## config.mk

```make
export PLATFORM = sky130hd
export DESIGN_NAME = cicero_jtag_cmd_controller
export DESIGN_NICKNAME = d
export VERILOG_FILES = /design/src/rtl/cicero_jtag_cmd_controller.sv
export SDC_FILE = /design/constraint.sdc
export NUM_CORES = 1
export LEC_CHECK = 0
export CAP_MARGIN = 20
export CORE_ASPECT_RATIO = 1.4
export CORE_MARGIN = 2
export CORE_UTILIZATION = 30
export CTS_CLUSTER_DIAMETER = 120
export DETAILED_ROUTE_END_ITERATION = 8
export PLACE_DENSITY = 0.65
export SLEW_MARGIN = 20
export SYNTH_ARGS = -nofsm -noshare
export SYNTH_HDL_FRONTEND = slang
export SYNTH_SLANG_ARGS = --single-unit
```

## constraint.sdc

```tcl
create_clock -name clk -period 1.8 [get_ports clk]
set_input_delay 0.36 -clock clk [delete_from_list [all_inputs] [get_ports clk]]
set_output_delay 0.36 -clock clk [all_outputs]
set_load 0.01 [all_outputs]
```

## src/rtl/cicero_jtag_cmd_controller.sv

```systemverilog
`timescale 1ns/1ps
// Command controller: brings the quasi-static JTAG register bank into clk,
// decodes each toggled host command and drives instruction memory / engine.
module cicero_jtag_cmd_controller #(
  parameter int unsigned ADDR_WIDTH    = 9,
  parameter int unsigned SETTLE_CYCLES = 3,
  parameter int unsigned RD_LATENCY    = 1
) (
  input  logic                  clk,
  input  logic                  rst_n,
  input  logic [31:0]           command,
  input  logic [31:0]           address,
  input  logic [31:0]           start_cc_pointer,
  input  logic [31:0]           end_cc_pointer,
  input  logic [31:0]           data_in,
  output logic [31:0]           status,
  output logic [31:0]           data_out,
  output logic [ADDR_WIDTH-1:0] mem_addr,
  output logic [31:0]           mem_wdata,
  output logic                  mem_we,
  output logic                  mem_re,
  input  logic [31:0]           mem_rdata,
  output logic                  eng_start,
  output logic [31:0]           eng_start_ptr,
  output logic [31:0]           eng_end_ptr,
  input  logic                  eng_ack,
  input  logic                  eng_done,
  input  logic                  eng_accept
);

  localparam int unsigned CNT_W = 4;
  localparam logic [3:0] OP_NOP   = 4'd0;
  localparam logic [3:0] OP_WRITE = 4'd1;
  localparam logic [3:0] OP_READ  = 4'd2;
  localparam logic [3:0] OP_START = 4'd3;
  localparam logic [3:0] OP_CLEAR = 4'd4;
  localparam logic [3:0] OP_PTRS  = 4'd5;

  typedef enum logic [2:0] {
    S_IDLE, S_CAPTURE, S_DECODE, S_MEM_WR, S_MEM_RD, S_ENG_REQ, S_ENG_RUN, S_DONE
  } state_e;

  state_e                  state_q, state_d;
  logic                    meta_q, meta_d;
  logic                    sync_toggle_q, sync_toggle_d;
  logic                    last_toggle_q, last_toggle_d;
  logic                    tog_q, tog_d;
  logic [3:0]              opcode_q, opcode_d;
  logic [CNT_W-1:0]        cnt_q, cnt_d;
  logic [ADDR_WIDTH-1:0]   mem_addr_q, mem_addr_d;
  logic [31:0]             mem_wdata_q, mem_wdata_d;
  logic                    mem_we_q, mem_we_d;
  logic                    mem_re_q, mem_re_d;
  logic                    eng_start_q, eng_start_d;
  logic [31:0]             eng_start_ptr_q, eng_start_ptr_d;
  logic [31:0]             eng_end_ptr_q, eng_end_ptr_d;
  logic [31:0]             data_out_q, data_out_d;
  logic                    ready_q, ready_d;
  logic                    edone_q, edone_d;
  logic                    match_q, match_d;
  logic                    err_q, err_d;
  logic [3:0]              op_q, op_d;
  logic                    busy_q, busy_d;
  logic                    echo_q, echo_d;

  // Reserved command bits and address bits above the memory range carry no meaning.
  logic unused_bits;
  assign unused_bits = ^{command[30:4], address[31:ADDR_WIDTH]};

  // State and output registers; reset leaves only the ready bit set.
  always_ff @(posedge clk or negedge rst_n) begin
    if (!rst_n) begin
      state_q         <= S_IDLE;
      meta_q          <= 1'b0;
      sync_toggle_q   <= 1'b0;
      last_toggle_q   <= 1'b0;
      tog_q           <= 1'b0;
      opcode_q        <= 4'd0;
      cnt_q           <= '0;
      mem_addr_q      <= '0;
      mem_wdata_q     <= 32'd0;
      mem_we_q        <= 1'b0;
      mem_re_q        <= 1'b0;
      eng_start_q     <= 1'b0;
      eng_start_ptr_q <= 32'd0;
      eng_end_ptr_q   <= 32'd0;
      data_out_q      <= 32'd0;
      ready_q         <= 1'b1;
      edone_q         <= 1'b0;
      match_q         <= 1'b0;
      err_q           <= 1'b0;
      op_q            <= 4'd0;
      busy_q          <= 1'b0;
      echo_q          <= 1'b0;
    end else begin
      state_q         <= state_d;
      meta_q          <= meta_d;
      sync_toggle_q   <= sync_toggle_d;
      last_toggle_q   <= last_toggle_d;
      tog_q           <= tog_d;
      opcode_q        <= opcode_d;
      cnt_q           <= cnt_d;
      mem_addr_q      <= mem_addr_d;
      mem_wdata_q     <= mem_wdata_d;
      mem_we_q        <= mem_we_d;
      mem_re_q        <= mem_re_d;
      eng_start_q     <= eng_start_d;
      eng_start_ptr_q <= eng_start_ptr_d;
      eng_end_ptr_q   <= eng_end_ptr_d;
      data_out_q      <= data_out_d;
      ready_q         <= ready_d;
      edone_q         <= edone_d;
      match_q         <= match_d;
      err_q           <= err_d;
      op_q            <= op_d;
      busy_q          <= busy_d;
      echo_q          <= echo_d;
    end
  end

  // Next-state and output decode; buses are only sampled at the end of the settle window.
  always_comb begin
    state_d         = state_q;
    meta_d          = command[31];
    sync_toggle_d   = meta_q;
    last_toggle_d   = last_toggle_q;
    tog_d           = tog_q;
    opcode_d        = opcode_q;
    cnt_d           = cnt_q;
    mem_addr_d      = mem_addr_q;
    mem_wdata_d     = mem_wdata_q;
    mem_we_d        = 1'b0;
    mem_re_d        = 1'b0;
    eng_start_d     = eng_start_q;
    eng_start_ptr_d = eng_start_ptr_q;
    eng_end_ptr_d   = eng_end_ptr_q;
    data_out_d      = data_out_q;
    ready_d         = ready_q;
    edone_d         = edone_q;
    match_d         = match_q;
    err_d           = err_q;
    op_d            = op_q;
    echo_d          = echo_q;

    case (state_q)
      S_IDLE: begin
        if (sync_toggle_q != last_toggle_q) begin
          state_d = S_CAPTURE;
          cnt_d   = '0;
          ready_d = 1'b0;
        end
      end
      S_CAPTURE: begin
        if (cnt_q == CNT_W'(SETTLE_CYCLES - 1)) begin
          tog_d           = sync_toggle_q;
          opcode_d        = command[3:0];
          mem_addr_d      = address[ADDR_WIDTH-1:0];
          mem_wdata_d     = data_in;
          eng_start_ptr_d = start_cc_pointer;
          eng_end_ptr_d   = end_cc_pointer;
          state_d         = S_DECODE;
        end else begin
          cnt_d = cnt_q + CNT_W'(1);
        end
      end
      S_DECODE: begin
        state_d = S_DONE;
        case (opcode_q)
          OP_NOP: ;
          OP_WRITE: begin
            mem_we_d = 1'b1;
            state_d  = S_MEM_WR;
          end
          OP_READ: begin
            mem_re_d = 1'b1;
            cnt_d    = '0;
            state_d  = S_MEM_RD;
          end
          OP_START: begin
            eng_start_d = 1'b1;
            edone_d     = 1'b0;
            match_d     = 1'b0;
            state_d     = S_ENG_REQ;
          end
          OP_CLEAR: begin
            edone_d = 1'b0;
            match_d = 1'b0;
            err_d   = 1'b0;
          end
          OP_PTRS:  data_out_d = {eng_end_ptr_q[15:0], eng_start_ptr_q[15:0]};
          default:  err_d = 1'b1;
        endcase
      end
      S_MEM_WR: state_d = S_DONE;
      S_MEM_RD: begin
        if (cnt_q == CNT_W'(RD_LATENCY)) begin
          data_out_d = mem_rdata;
          state_d    = S_DONE;
        end else begin
          cnt_d = cnt_q + CNT_W'(1);
        end
      end
      S_ENG_REQ: begin
        if (eng_ack) begin
          eng_start_d = 1'b0;
          if (eng_done) begin
            edone_d = 1'b1;
            match_d = eng_accept;
            state_d = S_DONE;
          end else begin
            state_d = S_ENG_RUN;
          end
        end
      end
      S_ENG_RUN: begin
        if (eng_done) begin
          edone_d = 1'b1;
          match_d = eng_accept;
          state_d = S_DONE;
        end
      end
      S_DONE: begin
        last_toggle_d = tog_q;
        echo_d        = tog_q;
        op_d          = opcode_q;
        ready_d       = 1'b1;
        state_d       = S_IDLE;
      end
      default: state_d = S_IDLE;
    endcase

    busy_d = (state_d == S_ENG_REQ) || (state_d == S_ENG_RUN);
  end

  assign status        = {echo_q, 22'h0, busy_q, op_q, err_q, match_q, edone_q, ready_q};
  assign data_out      = data_out_q;
  assign mem_addr      = mem_addr_q;
  assign mem_wdata     = mem_wdata_q;
  assign mem_we        = mem_we_q;
  assign mem_re        = mem_re_q;
  assign eng_start     = eng_start_q;
  assign eng_start_ptr = eng_start_ptr_q;
  assign eng_end_ptr   = eng_end_ptr_q;

endmodule

```

# Word level (Yosys, flattened, before mapping)
# Cells that the tools add are included.
[op_classes]
add_sub_neg = 1
eq_ne = 26
n_mux = 33
bitwise = 1
n_reduce_logical = 17
[op_table]
columns = ["cell", "n"]
rows = [
  ["32-bit 2-to-1 mux", 2],
  ["32-bit case mux with 2 select lines", 1],
  ["3-bit case mux with 8 select lines", 1],
  ["3-bit == test, second input constant", 6],
  ["2-bit inequality test, second input constant", 9],
  ["4-bit 2-to-1 mux", 4],
  ["4-bit case mux with 4 select lines", 1],
  ["3-bit 2-to-1 mux", 5],
  ["1-bit 2-to-1 mux", 13],
  ["4-bit by 2-bit == test with 1-bit output, second input constant", 3],
  ["3-bit case mux with 3 select lines", 1],
  ["3-bit AND reduction", 3],
  ["4-bit by 1-bit == test with 1-bit output, second input constant", 2],
  ["4-bit by 3-bit == test with 1-bit output, second input constant", 2],
  ["3-bit by 2-bit == test with 1-bit output, second input constant", 2],
  ["1-bit case mux with 2 select lines", 3],
  ["1-bit case mux with 3 select lines", 2],
  ["2-bit AND reduction", 3],
  ["2-bit nonzero test", 3],
  ["5-bit AND reduction", 1],
  ["5-bit OR reduction", 1],
  ["4-bit by 1-bit adder with 4-bit output, second input constant", 1],
  ["4-bit logical NOT", 1],
  ["4-bit nonzero test", 1],
  ["other kinds (7)", 7],
]
[totals]
register_bits = 164
in_bits = 197
output_inout_bits = 172
wordCells = 99

# Logic depth before layout (Yosys ltp)
[logic_depth]
depth_word = 5
depth_mapped = 9
depth_no_buf = 6

# Worst setup path after synthesis
# No wires, ideal clock.
[synth_timing]
kind = "reg2reg"
from = "reg state_q[0]"
to = "reg data_out_q[10] (netlist: data_out[10])"
setup_ps = 127
arrival_ps = 1850
required_time_ps = 1673
setup_slack_ps = -177
stages_incl_launch_ff = 6
n_path_buf = 2
synth_period_minus_slack_ps = 1977
cell_sequence = "dfrtp_1 -> buf_2 -> nor3b_2 -> clkbuf_1 -> mux2_2 -> mux2_1"
[synth_between]
elab_chain_len = 3
elab_cells_between_ends = 7
cone_classes = "eq/ne: 4; mux: 1; reduce/logical: 2"
[synth_lines]
columns = ["element", "line", "text"]
rows = [
  ["from (decl)", "43", "state_e state_q, state_d;"],
  ["from (signal assigned)", "96", "state_q <= state_d;"],
  ["3-bit by 2-bit == test with 1-bit output / 3-bit == test (equally long branches)", "145", "case (state_q)"],
  ["2-bit inequality test (no line) / 2-bit nonzero test (equally long branches)", "-", ""],
  ["3-bit AND reduction (no line)", "-", ""],
  ["to (signal assigned)", "110", "data_out_q <= data_out_d;"],
  ["to (decl)", "57", "logic [31:0] data_out_q, data_out_d;"],
]
# Parallel ways exist; a longest one is shown, timed or not.
# A chain may end at the register's enable or synchronous reset.

# Worst setup path after layout
[layout_timing]
from = "reg cnt_q[0]"
to = "reg mem_wdata_q[15] (netlist: mem_wdata[15])"
[layout_between]
elab_chain_len = 2
[layout_lines]
columns = ["element", "line", "text"]
rows = [
  ["from (decl)", "49", "logic [CNT_W-1:0] cnt_q, cnt_d;"],
  ["from (signal assigned)", "102", "cnt_q <= cnt_d;"],
  ["4-bit by 2-bit == test with 1-bit output", "154", "if (cnt_q == CNT_W'(SETTLE_CYCLES - 1)) begin"],
  ["2-bit AND reduction (no line)", "-", ""],
  ["to (signal assigned)", "104", "mem_wdata_q <= mem_wdata_d;"],
  ["to (decl)", "51", "logic [31:0] mem_wdata_q, mem_wdata_d;"],
]
# Every way passes these cells.

==> impl_metrics.tcl <==
set metrics [dict create \
    outcome "finished, violations left" \
    violations "setup timing" \
    post_drt_via_cell_ratio 4.44 \
    start_util_pct 30.6 \
    fin_area_um2 12000 \
    cp_common_cell "nand2_1" \
    yosysSeqAreaShare_pct 57.3 \
    grt_pass1_wl_um 33200 \
    syn_area_um2 7160 \
    layout_commonest_cell "nand2_1" \
    dp_slack_ps -130 \
    timing.final.ws_setup_ps -195 \
    drive_above_1_share_pct 19.8 \
    reg2reg_to "mem_wdata[15]" \
    dp_hpwl_um 15400 \
    min_to "sync_toggle_q" \
    syn-instance-count 721 \
    die_h_um 187 \
    clk_latency_ps 430 \
    drc 0 \
    stdcell_count 1386 \
    crit_chain "inv_2 > ha_4 > or3b_4 > or3_4 > buf_4 > clkbuf_16 > nand2_1 > nand2_1" \
    antenna_cells 0 \
    min_period_ps 2000 \
    finalHoldWorstSlack_ps 349 \
    drt-total-wl_um 22200 \
    antenna_found_initial 0 \
    htreeDepth 4 \
    start_kind "flop" \
    grt_start_max_net_pins 46 \
    min_path_type "reg2reg" \
    ys_ff_latch 164 \
    numCtsBuffers 17 \
    num_vias 6151 \
    fmax_mhz 501 \
    power_density_nw_per_um2 1710 \
    p_leak_nw 5.49 \
    dpl-instance-area_um2 10700 \
    critPathKind "reg2reg" \
    synth_edf_count 0 \
    cts_buffer_depth 2 \
    rr_worst_depth 8 \
    rrSetupSlack_ps -200 \
    grt.overflow.total 0 \
    cts_sinks 164 \
    post-route-period-util_pct 111 \
    crit_arrival_ps 2310 \
    synth.avg_cell_area_um2 9.93 \
    gr-usage-all-layers_pct 17.1 \
    drt_iter0_drc 230 \
    worst_hold_startpoint "meta_q" \
    timing.hold.worst_path_depth 0 \
    fp.coreArea_um2 23400 \
    setup_viol 142 \
    layout_common_cells "nand2_1 (326), clkdlybuf4s50_1 (289), dfrtp_1 (160), mux2_4 (44), buf_4 (42)" \
    port_buffers 296 \
    rows 66 \
    yosysUniqueCellTypes 49 \
    io_pins 369 \
    rsz0062_at_grt "true" \
    worstPathRequired_ps 2120 \
    path_buf_inv 3 \
    cts-root-buf "clkbuf_16" \
    dp.cells 1332 \
    firstDrtPassIters 4 \
    die_w_um 135 \
    clock-skew-final_ps 10.6 \
    async_reset_ff_share_pct 100 \
    r2r_start "cnt_q[0]" \
    nets 1267 \
    die_area_um2 25100 \
    cts.clk_slew.worst_paths_ps 60 \
    cap_viol_max_count 0 \
    postRouteAntennaNets 0 \
    max_stage_delay_ps 430 \
    grt_pass1_vias 6183 \
    detail_route.wl_per_cell_um 16.0 \
    finalMaxSlewViolations 0 \
    finalHoldViolCount 0 \
    slowest_stage "or3_4" \
    cts_tree "built" \
    yosysWarningCount 0 \
    cp_max_fo 9 \
    synth_flop_cell "dfrtp_1" \
    peakVddDrop_uv 783 \
    fin_util_pct 51.4 \
    place.gp.congestion 0.795 \
    cp_top_family "simple AND/OR/NAND/NOR gates" \
    syn_to_final_growth_pct 67.8 \
    cp-end-kind "flop" \
]
[routing by layer]
metal / vias to the layer above / track usage, % / part of all wire, %
met5: - / 0 / 0
met4: 0 / 6.88 / 2.1
met3: 27 / 4.75 / 5.9
met2: 213 / 30.9 / 53
met1: 2957 / 18.8 / 39
li1: 2954 / - / -
[repair_timing]
| action | 4_1_cts | 5_1_grt |
|---|---|---|
| resized for setup | 17 | 88 |
| endpoints found under the setup margin | 145 | 149 |
| hold buffers | 1 | 0 |
| pin swaps | 2 | 14 |
| gates cloned | 1 | 8 |
| endpoints found under the hold margin | 35 | 0 |
| buffers inserted | 4 | 9 |
[final cells by class]
cell class,instances,area [um2]
clock buffer,19,433
multi-input combinational,509,3030
fill,2119,11400
sequential,164,4110
timing repair buffer,369,3860
tap,306,383
inverter,6,22.5
clock inverter,13,183
[worst max path at each step]
stage	startpoint	endpoint	slack, ps	cells after the start
5_1_grt	cnt_q[0]	eng_end_ptr[20]	-260	8
2_1_floorplan	cnt_q[0]	eng_end_ptr[15]	-100	9
4_1_cts	cnt_q[0]	eng_start_ptr[10]	-120	7
6_report	cnt_q[0]	mem_wdata[15]	-200	8
3_3_place_gp	state_q[1]	data_out[31]	-140	5
3_5_place_dp	state_q[1]	data_out[31]	-130	5
[cells by family (layout without fill, tap and decap cells)]
kind of cell,count (synthesis),in the layout,synth area share [%]
compound gates,34,34,3.69
xor+xnor,3,3,0.367
fa+ha+maj,3,3,0.524
buf+inv,69,407,5.82
flops,164,164,57.3
mux,72,72,11.3
other cells,1,22,0.0524
simple gates,375,375,20.9
[flip-flops by register name, summed over array words and instances, names as in the netlist]
name           flops
busy_q             1
cnt_q              4
data_out          32
echo_q             1
edone_q            1
eng_end_ptr       32
eng_start          1
eng_start_ptr     32
err_q              1
match_q            1
mem_addr           9
mem_re             1
mem_wdata         32
mem_we             1
meta_q             1
op_q               4
opcode_q           4
ready_q            1
state_q            3
sync_toggle_q      1
tog_q              1
[report_power, final]
part           leakage, nW  internal (mW)  switching [mW]
Sequential            1.85           5.46            1.17
Clock                0.289           2.32            1.51
Combinational         3.35           6.02            4.05
Total                 5.49           13.8            6.73
[Yosys cell counts (all sizes together), types with 3 or more instances]
cell / instances / share of area [%]
nand2: 339 / 18
dfrtp: 163 / 57
mux2: 70 / 11
buf: 47 / 4.7
clkbuf: 16 / 0.84
nor2: 9 / 0.47
a21oi: 7 / 0.49
inv: 6 / 0.31
nand3: 6 / 0.42
o21ai: 6 / 0.47
or2: 4 / 0.35
a21o: 3 / 0.31
ha: 3 / 0.52
nor3: 3 / 0.28
nor3b: 3 / 0.45
o21a: 3 / 0.31
or3b: 3 / 0.37
[worst reg2reg max path, delay by kind of cell (launching register included)]
family        cells  cell delay (ps)
simple gates      4              960
buf+inv           3              420
flops             1              390
fa+ha+maj         1              130
[through the flow]
stage | power [mW] | setup TNS [ps]
final | 20.5 | -15250
after global routing | 21.8 | -25210
after CTS | 19.6 | -11300
after detailed placement | 15.5 | -12320
after global placement | 15.4 | -10190
after floorplan | 10.4 | -4570
No activity file was read; power rests on OpenSTA's default activity.
